===== src/rtl/lcd_pkg.sv =====
// lcd_pkg: shared FSM encoding, command masks and timing defaults for the HD44780 4-bit link.
package lcd_pkg;
    typedef enum logic [1:0] {PWR_WAIT, INIT8, HI, LO} lcd_state_e;
    localparam logic [7:0] CMD_CLEAR     = 8'h01;
    localparam logic [7:0] CMD_HOME      = 8'h02;
    localparam logic [7:0] CMD_ENTRY     = 8'h04;
    localparam logic [7:0] CMD_DISPLAY   = 8'h08;
    localparam logic [7:0] CMD_FUNCTION  = 8'h20;
    localparam logic [7:0] CMD_SET_DDRAM = 8'h80;
    localparam int unsigned T_POWERUP_DEF   = 750000;
    localparam int unsigned T_GAP_CMD_DEF   = 2000;
    localparam int unsigned T_GAP_CLEAR_DEF = 82000;
    // Clear and home need the long settle time before the next byte.
    function automatic logic is_clear_home(input logic [7:0] b);
        return (b & ~(CMD_CLEAR | CMD_HOME)) == 8'h00 && (b & (CMD_CLEAR | CMD_HOME)) != 8'h00;
    endfunction
endpackage


===== src/rtl/lcd_strobe_sync.sv =====
// lcd_strobe_sync: 2-flop synchronizer for E/RS/RW/DB with a registered falling-edge pulse.
module lcd_strobe_sync (
    input  logic       Clock,
    input  logic       Reset,
    input  logic       e_i,
    input  logic       rs_i,
    input  logic       rw_i,
    input  logic [3:0] db_i,
    output logic       fall_pulse_o,
    output logic [3:0] nibble_o,
    output logic       rs_o,
    output logic       rw_o
);
    logic [6:0] s1_q, s2_q;
    logic [6:0] cap_q;
    logic       fall_q;
    always_ff @(posedge Clock) begin
        if (Reset) begin
            s1_q   <= '0;
            s2_q   <= '0;
            cap_q  <= '0;
            fall_q <= 1'b0;
        end else begin
            s1_q   <= {e_i, rs_i, rw_i, db_i};
            s2_q   <= s1_q;
            cap_q  <= s2_q;
            fall_q <= s2_q[6] & ~s1_q[6];
        end
    end
    assign fall_pulse_o = fall_q;
    assign rs_o         = cap_q[5];
    assign rw_o         = cap_q[4];
    assign nibble_o     = cap_q[3:0];
endmodule


===== src/rtl/lcd_hd44780_receiver.sv =====
// lcd_hd44780_receiver: responder for the 4-bit HD44780 write bus; runs the init handshake,
// reassembles bytes, decodes commands and flags timing/protocol violations.
module lcd_hd44780_receiver
    import lcd_pkg::*;
#(
    parameter int unsigned T_POWERUP   = T_POWERUP_DEF,
    parameter int unsigned T_GAP_CMD   = T_GAP_CMD_DEF,
    parameter int unsigned T_GAP_CLEAR = T_GAP_CLEAR_DEF
) (
    input  logic       Clock,
    input  logic       Reset,
    input  logic       iLCD_Enabled,
    input  logic       iLCD_RegisterSelect,
    input  logic       iLCD_ReadWrite,
    input  logic [3:0] iLCD_Data,
    output logic       oByteValid,
    output logic [7:0] oByte,
    output logic       oByteIsData,
    output logic       oFourBitMode,
    output logic       oDisplayOn,
    output logic       oCursorOn,
    output logic       oBlinkOn,
    output logic       oEntryIncrement,
    output logic       oEntryShift,
    output logic [6:0] oDdramAddr,
    output logic       oTimingError,
    output logic       oProtocolError
);
    logic       fall, rs, rw;
    logic [3:0] nib;
    logic [7:0] b;
    lcd_state_e state_q, state_d;
    logic [1:0]  init_q, init_d;
    logic [3:0]  hi_nib_q, hi_nib_d;
    logic        hi_rs_q, hi_rs_d, last_clr_q, last_clr_d;
    logic [31:0] gap_q, gap_d;
    logic        valid_q, valid_d, is_data_q, is_data_d, four_q, four_d;
    logic [7:0]  byte_q, byte_d;
    logic        disp_q, disp_d, cur_q, cur_d, blink_q, blink_d, inc_q, inc_d, shift_q, shift_d;
    logic [6:0]  addr_q, addr_d;
    logic        terr_q, terr_d, perr_q, perr_d;

    lcd_strobe_sync u_sync (
        .Clock(Clock), .Reset(Reset),
        .e_i(iLCD_Enabled), .rs_i(iLCD_RegisterSelect), .rw_i(iLCD_ReadWrite), .db_i(iLCD_Data),
        .fall_pulse_o(fall), .nibble_o(nib), .rs_o(rs), .rw_o(rw)
    );

    assign b = {hi_nib_q, nib};

    always_comb begin
        state_d    = state_q;
        init_d     = init_q;
        hi_nib_d   = hi_nib_q;
        hi_rs_d    = hi_rs_q;
        last_clr_d = last_clr_q;
        gap_d      = (&gap_q) ? gap_q : gap_q + 32'd1;
        valid_d    = 1'b0;
        byte_d     = byte_q;
        is_data_d  = is_data_q;
        four_d     = four_q;
        disp_d     = disp_q;
        cur_d      = cur_q;
        blink_d    = blink_q;
        inc_d      = inc_q;
        shift_d    = shift_q;
        addr_d     = addr_q;
        terr_d     = terr_q;
        perr_d     = perr_q;
        if (state_q == PWR_WAIT && gap_q >= 32'(T_POWERUP))
            state_d = INIT8;
        if (fall && rw) begin
            perr_d = 1'b1;
        end else if (fall) begin
            case (state_q)
                PWR_WAIT: terr_d = 1'b1;
                INIT8: begin
                    if (!rs && nib == 4'h3)
                        init_d = (init_q == 2'd3) ? init_q : init_q + 2'd1;
                    else if (!rs && nib == 4'h2 && init_q == 2'd3) begin
                        four_d  = 1'b1;
                        state_d = HI;
                    end else
                        perr_d = 1'b1;
                end
                HI: begin
                    hi_nib_d = nib;
                    hi_rs_d  = rs;
                    state_d  = LO;
                    if (gap_q < (last_clr_q ? 32'(T_GAP_CLEAR) : 32'(T_GAP_CMD)))
                        terr_d = 1'b1;
                end
                default: begin
                    state_d = HI;
                    if (rs != hi_rs_q)
                        perr_d = 1'b1;
                    else begin
                        valid_d    = 1'b1;
                        byte_d     = b;
                        is_data_d  = rs;
                        gap_d      = '0;
                        last_clr_d = !rs && is_clear_home(b);
                        // Highest set bit of a command selects its meaning.
                        if (rs)
                            addr_d = inc_q ? addr_q + 7'd1 : addr_q - 7'd1;
                        else if (|(b & CMD_SET_DDRAM))
                            addr_d = b[6:0];
                        else if (!b[6]) begin
                            if (|(b & CMD_FUNCTION))
                                perr_d = perr_q | b[4];
                            else if (!b[4]) begin
                                if (|(b & CMD_DISPLAY))
                                    {disp_d, cur_d, blink_d} = b[2:0];
                                else if (|(b & CMD_ENTRY))
                                    {inc_d, shift_d} = b[1:0];
                                else if (|(b & CMD_HOME))
                                    addr_d = '0;
                                else if (|(b & CMD_CLEAR)) begin
                                    addr_d = '0;
                                    inc_d  = 1'b1;
                                end
                            end
                        end
                    end
                end
            endcase
        end
    end

    always_ff @(posedge Clock) begin
        if (Reset) begin
            state_q    <= PWR_WAIT;
            init_q     <= '0;
            hi_nib_q   <= '0;
            hi_rs_q    <= 1'b0;
            last_clr_q <= 1'b0;
            gap_q      <= '0;
            valid_q    <= 1'b0;
            byte_q     <= '0;
            is_data_q  <= 1'b0;
            four_q     <= 1'b0;
            disp_q     <= 1'b0;
            cur_q      <= 1'b0;
            blink_q    <= 1'b0;
            inc_q      <= 1'b1;
            shift_q    <= 1'b0;
            addr_q     <= '0;
            terr_q     <= 1'b0;
            perr_q     <= 1'b0;
        end else begin
            state_q    <= state_d;
            init_q     <= init_d;
            hi_nib_q   <= hi_nib_d;
            hi_rs_q    <= hi_rs_d;
            last_clr_q <= last_clr_d;
            gap_q      <= gap_d;
            valid_q    <= valid_d;
            byte_q     <= byte_d;
            is_data_q  <= is_data_d;
            four_q     <= four_d;
            disp_q     <= disp_d;
            cur_q      <= cur_d;
            blink_q    <= blink_d;
            inc_q      <= inc_d;
            shift_q    <= shift_d;
            addr_q     <= addr_d;
            terr_q     <= terr_d;
            perr_q     <= perr_d;
        end
    end

    assign oByteValid      = valid_q;
    assign oByte           = byte_q;
    assign oByteIsData     = is_data_q;
    assign oFourBitMode    = four_q;
    assign oDisplayOn      = disp_q;
    assign oCursorOn       = cur_q;
    assign oBlinkOn        = blink_q;
    assign oEntryIncrement = inc_q;
    assign oEntryShift     = shift_q;
    assign oDdramAddr      = addr_q;
    assign oTimingError    = terr_q;
    assign oProtocolError  = perr_q;
endmodule


===== config.mk =====
export PLATFORM = sky130hd
export DESIGN_NAME = lcd_hd44780_receiver
export DESIGN_NICKNAME = d
export VERILOG_FILES = /design/src/rtl/lcd_pkg.sv /design/src/rtl/lcd_strobe_sync.sv /design/src/rtl/lcd_hd44780_receiver.sv
export SDC_FILE = /design/constraint.sdc
export NUM_CORES = 1
export LEC_CHECK = 0
export BUFFER_PORTS_ARGS = -buffer_cell sky130_fd_sc_hd__clkbuf_2
export CELL_PAD_IN_SITES_DETAIL_PLACEMENT = 0
export CELL_PAD_IN_SITES_GLOBAL_PLACEMENT = 2
export CORE_MARGIN = 3
export CORE_UTILIZATION = 41
export CTS_BUF_LIST = sky130_fd_sc_hd__clkbuf_4
export CTS_CLUSTER_DIAMETER = 30
export DETAILED_ROUTE_END_ITERATION = 6
export PLACE_DENSITY_LB_ADDON = 0.05
export SLEW_MARGIN = 20
export SYNTH_ARGS = -nofsm -noshare
export SYNTH_HDL_FRONTEND = slang
export SYNTH_SLANG_ARGS = --single-unit
export TNS_END_PERCENT = 50

===== constraint.sdc =====
create_clock -name Clock -period 3.4 [get_ports Clock]
set_input_delay 0.34 -clock Clock [delete_from_list [all_inputs] [get_ports Clock]]
set_output_delay 0.34 -clock Clock [all_outputs]
set_load 0.005 [all_outputs]

Yosys cells after proc, flatten, opt, wreduce, memory -nomap -nowiden

Index checks and enable logic that the tools add are counted.

Flip-flop bits (word level): 88
Input port bits: 9
Output and inout port bits: 25

Add/subtract/negate cells: 4
$lt $le $gt $ge: 2
Equality and inequality tests: 19
Muxes and demuxes: 38
Bitwise gates (word level): 15
Reductions and logical operators: 30

Operator list:

| cell                                                                                  | number |
|---|---|
| 32-bit 2-to-1 mux                                                                     | 5 |
| 7-bit 2-to-1 mux                                                                      | 10 |
| 32-bit by 1-bit adder with 32-bit output, second input constant                       | 1 |
| 32-bit by 20-bit greater-or-equal comparator with 1-bit output, second input constant | 1 |
| 32-bit by 17-bit < comparator with 1-bit output                                       | 1 |
| 32-bit AND reduction                                                                  | 1 |
| 10-bit AND reduction                                                                  | 2 |
| 17-bit 2-to-1 mux                                                                     | 1 |
| 1-bit 2-to-1 mux                                                                      | 14 |
| 1-bit NOT                                                                             | 13 |
| 12-bit AND reduction                                                                  | 1 |
| 11-bit AND reduction                                                                  | 1 |
| 2-bit 2-to-1 mux                                                                      | 5 |
| 5-bit AND reduction                                                                   | 2 |
| 3-bit by 1-bit inequality test with 1-bit output, second input constant               | 3 |
| 4-bit by 2-bit equality test with 1-bit output, second input constant                 | 2 |
| 8-bit zero test                                                                       | 1 |
| 4-bit by 1-bit inequality test with 1-bit output, second input constant               | 2 |
| 4-bit AND reduction                                                                   | 2 |
| 8-bit AND reduction                                                                   | 1 |
| 4-bit nonzero test                                                                    | 2 |
| 8-bit nonzero test                                                                    | 1 |
| 7-bit by 1-bit adder with 7-bit output, second input constant                         | 1 |
| 1-bit logical AND                                                                     | 7 |
| 21 further kinds                                                                      | 28 |

Depth between registers and ports, before layout

Word-level depth: 9
Depth in mapped cells: 7

By module

From an unflattened synthesis, not the netlist that was laid out.

Cells, all modules: 499
Area total of the unflattened synthesis: 4319.1 um^2

By module, submodules not included:

| module               | times used | cells an instance | area an instance (um^2) | seq. area each (um^2) |
|---|---|---|---|---|
| lcd_hd44780_receiver | 1          | 455               | 3742.3                  | 1341.3 |
| lcd_strobe_sync      | 1          | 44                | 576.8                   | 420.4 |

Worst setup path before layout

Ideal clock, no wire load.

Path type: reg-to-reg
Start: register inc_q (netlist: oEntryIncrement)
End: register addr_q[4] (netlist: oDdramAddr[4])
Setup time: 0.123 ns
Data arrival time: 1.720 ns
Required time: 3.277 ns
Path slack: 1.557 ns
Cell stages (with the launch flop): 8
Path buffers: 0
Period minus slack after synthesis: 1.843 ns
Path through: dfxtp_1 inv_1 fa_1 a21o_1 a21oi_1 xnor2_1 a221oi_1 nor2_1

Cells in the longest elaborated chain, start to end: 2

Ends and longest elaborated chain:

| item                   | line                        | source |
|---|---|---|
| start, declared        | lcd_hd44780_receiver.sv:39  | `logic disp_q, disp_d, cur_q, cur_d, blink_q, blink_d, inc_q, inc_d, shift_q, shift_d;` |
| start signal, assigned | lcd_hd44780_receiver.sv:164 | `inc_q <= inc_d;` |
| 7-bit 2-to-1 mux       | lcd_hd44780_receiver.sv:105 | `addr_d = inc_q ? addr_q + 7'd1 : addr_q - 7'd1;` |
| 7-bit 2-to-1 mux       | lcd_hd44780_receiver.sv:104 | `if (rs)` |
| end signal, assigned   | lcd_hd44780_receiver.sv:166 | `addr_q <= addr_d;` |
| end, declared          | lcd_hd44780_receiver.sv:40  | `logic [6:0] addr_q, addr_d;` |

No other way between the ends.
A chain may end at the register's enable or synchronous reset.

Final worst setup path

Start: register u_sync.cap_q[5]
End: register gap_q[19]

Cells in the longest elaborated chain, start to end: 5

Ends and longest elaborated chain:

| item                   | line                        | source |
|---|---|---|
| start, declared        | lcd_strobe_sync.sv:15       | `logic [6:0] cap_q;` |
| start signal, assigned | lcd_strobe_sync.sv:26       | `cap_q <= s2_q;` |
| 1-bit inequality test  | lcd_hd44780_receiver.sv:95  | `if (rs != hi_rs_q)` |
| 32-bit 2-to-1 mux      | lcd_hd44780_receiver.sv:95  |  |
| 32-bit 2-to-1 mux      | lcd_hd44780_receiver.sv:75  | `case (state_q)` |
| 32-bit 2-to-1 mux      | lcd_hd44780_receiver.sv:74  | `end else if (fall) begin` |
| 32-bit 2-to-1 mux      | lcd_hd44780_receiver.sv:72  | `if (fall && rw) begin` |
| end signal, assigned   | lcd_hd44780_receiver.sv:156 | `gap_q <= gap_d;` |
| end, declared          | lcd_hd44780_receiver.sv:36  | `logic [31:0] gap_q, gap_d;` |

No other way between the ends.

==> metrics.yaml <==
status:
  status: "completed"
floorplan:
  initial_core_util: 0.429
  chipWidth_um: 108
  rows: 36
  die_h_um: 108
  io_pins: 34
  dieArea_mm2: 0.0117
  core_area_mm2: 0.00995
grt:
  grtUsageMet3: 0.0340
  grt_pass1_wl_um: 16800
  busiest_layer: "met1"
  use_met2: 0.262
  met1_usage: 0.270
  antenna_found_initial: 0
  grt_max_degree: 50
  grt.total_usage: 0.180
  gr-total-overflow: 0
  grt_pass1_vias: 3356
final_layout:
  diodes: 0
  mostFrequentLayoutCells: "dfxtp_1 (88), nor2_1 (59), nand2_1 (38), clkbuf_2 (33), a21oi_1 (32)"
  seq_area_mm2: 0.00176
  nets: 542
  multi_input_area_mm2: 0.00238
  area_growth_pct: 9.25
  num-fill-cells: 1017
  drive_above_1_share: 0.129
  stdcell_count: 651
  final_common_cell: "dfxtp_1"
worst_hold_path:
  hold_path.startpoint: "iLCD_Data[3]"
  hold_class: "in -> reg"
clocking:
  clock_latency_ns: 0.44
  cts_tree: "built"
  cts.sinks: 88
  cts-root-buf: "clkbuf_4"
  cts_buffers: 9
  cts_resized: 0
  post-cts-setup-buffers: 0
  clockBufferDepth: 2
  hold_buffers: 0
  path_clk_slew_ns: 0.15
  htreeDepth: 3
placed_design:
  dpl.hpwl_um: 6820
  port_buffers: 33
  placed_cells: 635
  routabilityCongestion: 0.775
yosys:
  synthXorXnorAreaFrac: 0.0410
  synthSimpleGateAreaFrac: 0.266
  synth_compound_area_frac: 0.159
  syn_inst: 486
  ys_async_sr_fraction: 0
  syn-num-nets: 515
  synth_seq_cells: 88
  synth_edf_count: 0
  synthAdderAreaFrac: 0.0603
  synth_mux_area_frac: 0.0307
  ys_seq_area_frac: 0.412
  yosysWarnings: 0
  avgSynthCellArea_um2: 8.80
  synth.distinct_cells: 60
  ys.flop_type: "dfxtp_1"
  synth_top_family_by_area: "simple AND/OR/NAND/NOR gates"
  netlist_area_mm2: 0.00428
setup_path:
  rrSetupSlack_ns: 1.09
  end_kind: "flop"
  r2r-end: "gap_q[19]$_SDFF_PP0_"
  crit_fanout: 24
  worst_r2r_path_depth: 5
  r2r-start: "u_sync.cap_q[5]$_SDFF_PP0_"
  setup.worst_path.end: "gap_q[19]$_SDFF_PP0_"
  worst-setup-path-type: "reg -> reg"
  cp.required_ns: 3.73
  crit_arrival_ns: 2.64
  crit_start: "u_sync.cap_q[5]$_SDFF_PP0_"
  critPathLaunchType: "flop"
power_and_ir_drop:
  pwr-share-seq: 0.630
  p_int_w: 0.00123
  pwr-share-comb: 0.027
  swShare: 0.268
  clockPowerShare: 0.343
  total_power_w: 0.00168
  power_density_mw_per_mm2: 359
  switchingPower_w: 0.000449
  leakagePower_nw: 1.90
  ir_drop_mv: 0.222
job:
  drv_cap: 0
route:
  drc: 0
  drtIter0Drc: 195
  detail_route.vias_per_cell: 5.33
  post_drt_wl_per_cell_um: 15.0
  antenna_left: 0
  dr_total_vias: 3469
  dr.pass1.iters: 4
  wl_um: 9780
timing:
  fin_tns_setup_ns: 0
  hold_violations: 0
  slew_violations: 0
  setup_viol: 0
  maxSlewHeadroom: 0.552
  rsz0062_at_grt: "false"
  min_period_ns: 2.31
  worst-slew-pin-transition_ns: 0.671
  fin_crit_sh: 0.680
  fmax_ghz: 0.432
  finClkSkew_ns: 0.0169
==> power groups by stage <==
stage	combinational [W]	sequential, W	clock (W)
after floorplan	0.0000353	0.00107	0
after global placement	0.0000458	0.00108	0
after detailed placement	0.0000464	0.00108	0
after CTS	0.0000465	0.00106	0.000601
after global routing	0.0000522	0.00106	0.000647
final	0.0000457	0.00106	0.000575
==> per-stage QoR <==
stage	utilization	hold slack, ns	setup WS (ns)	cell area, µm²
2_1_floorplan	-	0.388	1.56	4280
5_1_grt	0.469	0.0492	0.893	4670
4_1_cts	0.469	0.0563	1.07	4670
3_5_place_dp	0.457	0.406	1.09	4540
3_3_place_gp	0.457	0.404	1.18	4540
6_report	0.469	0.0909	1.09	4670
==> logic make-up after synthesis <==
kind of cell,count (synthesis)
simple gates,208
compound gates,105
flops,88
buf+inv,32
xor+xnor,20
fa+ha+maj,20
mux,13
==> synth_stat cells, drive strengths merged, types with 3 or more instances <==
cell     instances  area (µm²)
a211oi           5        37.5
a21o             3        22.5
a21oi           32         160
a221oi           4        35.0
a311oi           3        26.3
a31oi            9        56.3
and2             5        31.3
and3             6        37.5
and4             7        62.6
buf              8        42.5
clkbuf          13        50.0
dfxtp           88        1760
ha              19         238
inv             11        41.3
mux2i           12         120
nand2           38         143
nand3           14        75.1
nand3b           3        22.5
nand4            9        86.3
nor2            59         221
nor2b           23         144
nor3             6        35.0
nor3b            3        22.5
nor4             9        71.3
o2111ai          3        43.8
o211ai           3        22.5
o21ai           25         125
o311ai           4        35.0
o31ai            3        22.5
or2              4        25.0
or3             11        70.1
or4              3        22.5
xnor2            8        70.1
xor2            12         105
==> worst min-delay path by stage <==
stage                                     end  slack (ns)  cells past startpoint
6_report            u_sync.s1_q[3]$_SDFF_PP0_        0.09                      2
5_1_grt             u_sync.s1_q[3]$_SDFF_PP0_        0.05                      2
4_1_cts             u_sync.s1_q[3]$_SDFF_PP0_        0.06                      2
3_5_place_dp   u_sync.fall_pulse_o$_SDFF_PP0_        0.41                      1
3_3_place_gp   u_sync.fall_pulse_o$_SDFF_PP0_        0.40                      1
2_1_floorplan  u_sync.fall_pulse_o$_SDFF_PP0_        0.39                      1
==> state kept, by name, summed over array words and instances, names as in the netlist, 2 cells and up <==
register,flops
gap_q,32
oByte,8
oDdramAddr,7
u_sync.s1_q,7
u_sync.s2_q,7
u_sync.cap_q,6
hi_nib_q,4
init_q,2
state_q,2
==> area by class of cell <==
| cell class | instances | share of cell area |
|---|---|---|
| clock buffer | 9 | 0.0145 |
| timing repair buffer | 37 | 0.0418 |
| tap | 133 | 0.0356 |
| sequential | 88 | 0.377 |
| multi-input combinational | 366 | 0.510 |
| inverter | 11 | 0.00884 |
| clock inverter | 7 | 0.0126 |
==> worst max-delay path, stage by stage (launching register included) <==
cell and delay, ns:
dfxtp_1 0.78, xor2_1 0.23, or2_2 0.46, nand2_1 0.30
buf_4 0.35, nor2_1 0.08
==> metal layers <==
| layer | share of wire | wire (µm) | vias to the layer above |
|---|---|---|---|
| met1 | 0.55 | 5340 | 1621 |
| met3 | 0.031 | 299 | 7 |
| li1 | - | - | 1805 |
| met4 | 0.010 | 99 | 0 |
| met5 | 0 | 0 | - |
| met2 | 0.41 | 4040 | 36 |
Note: power is estimated with default switching activity, not from simulation.
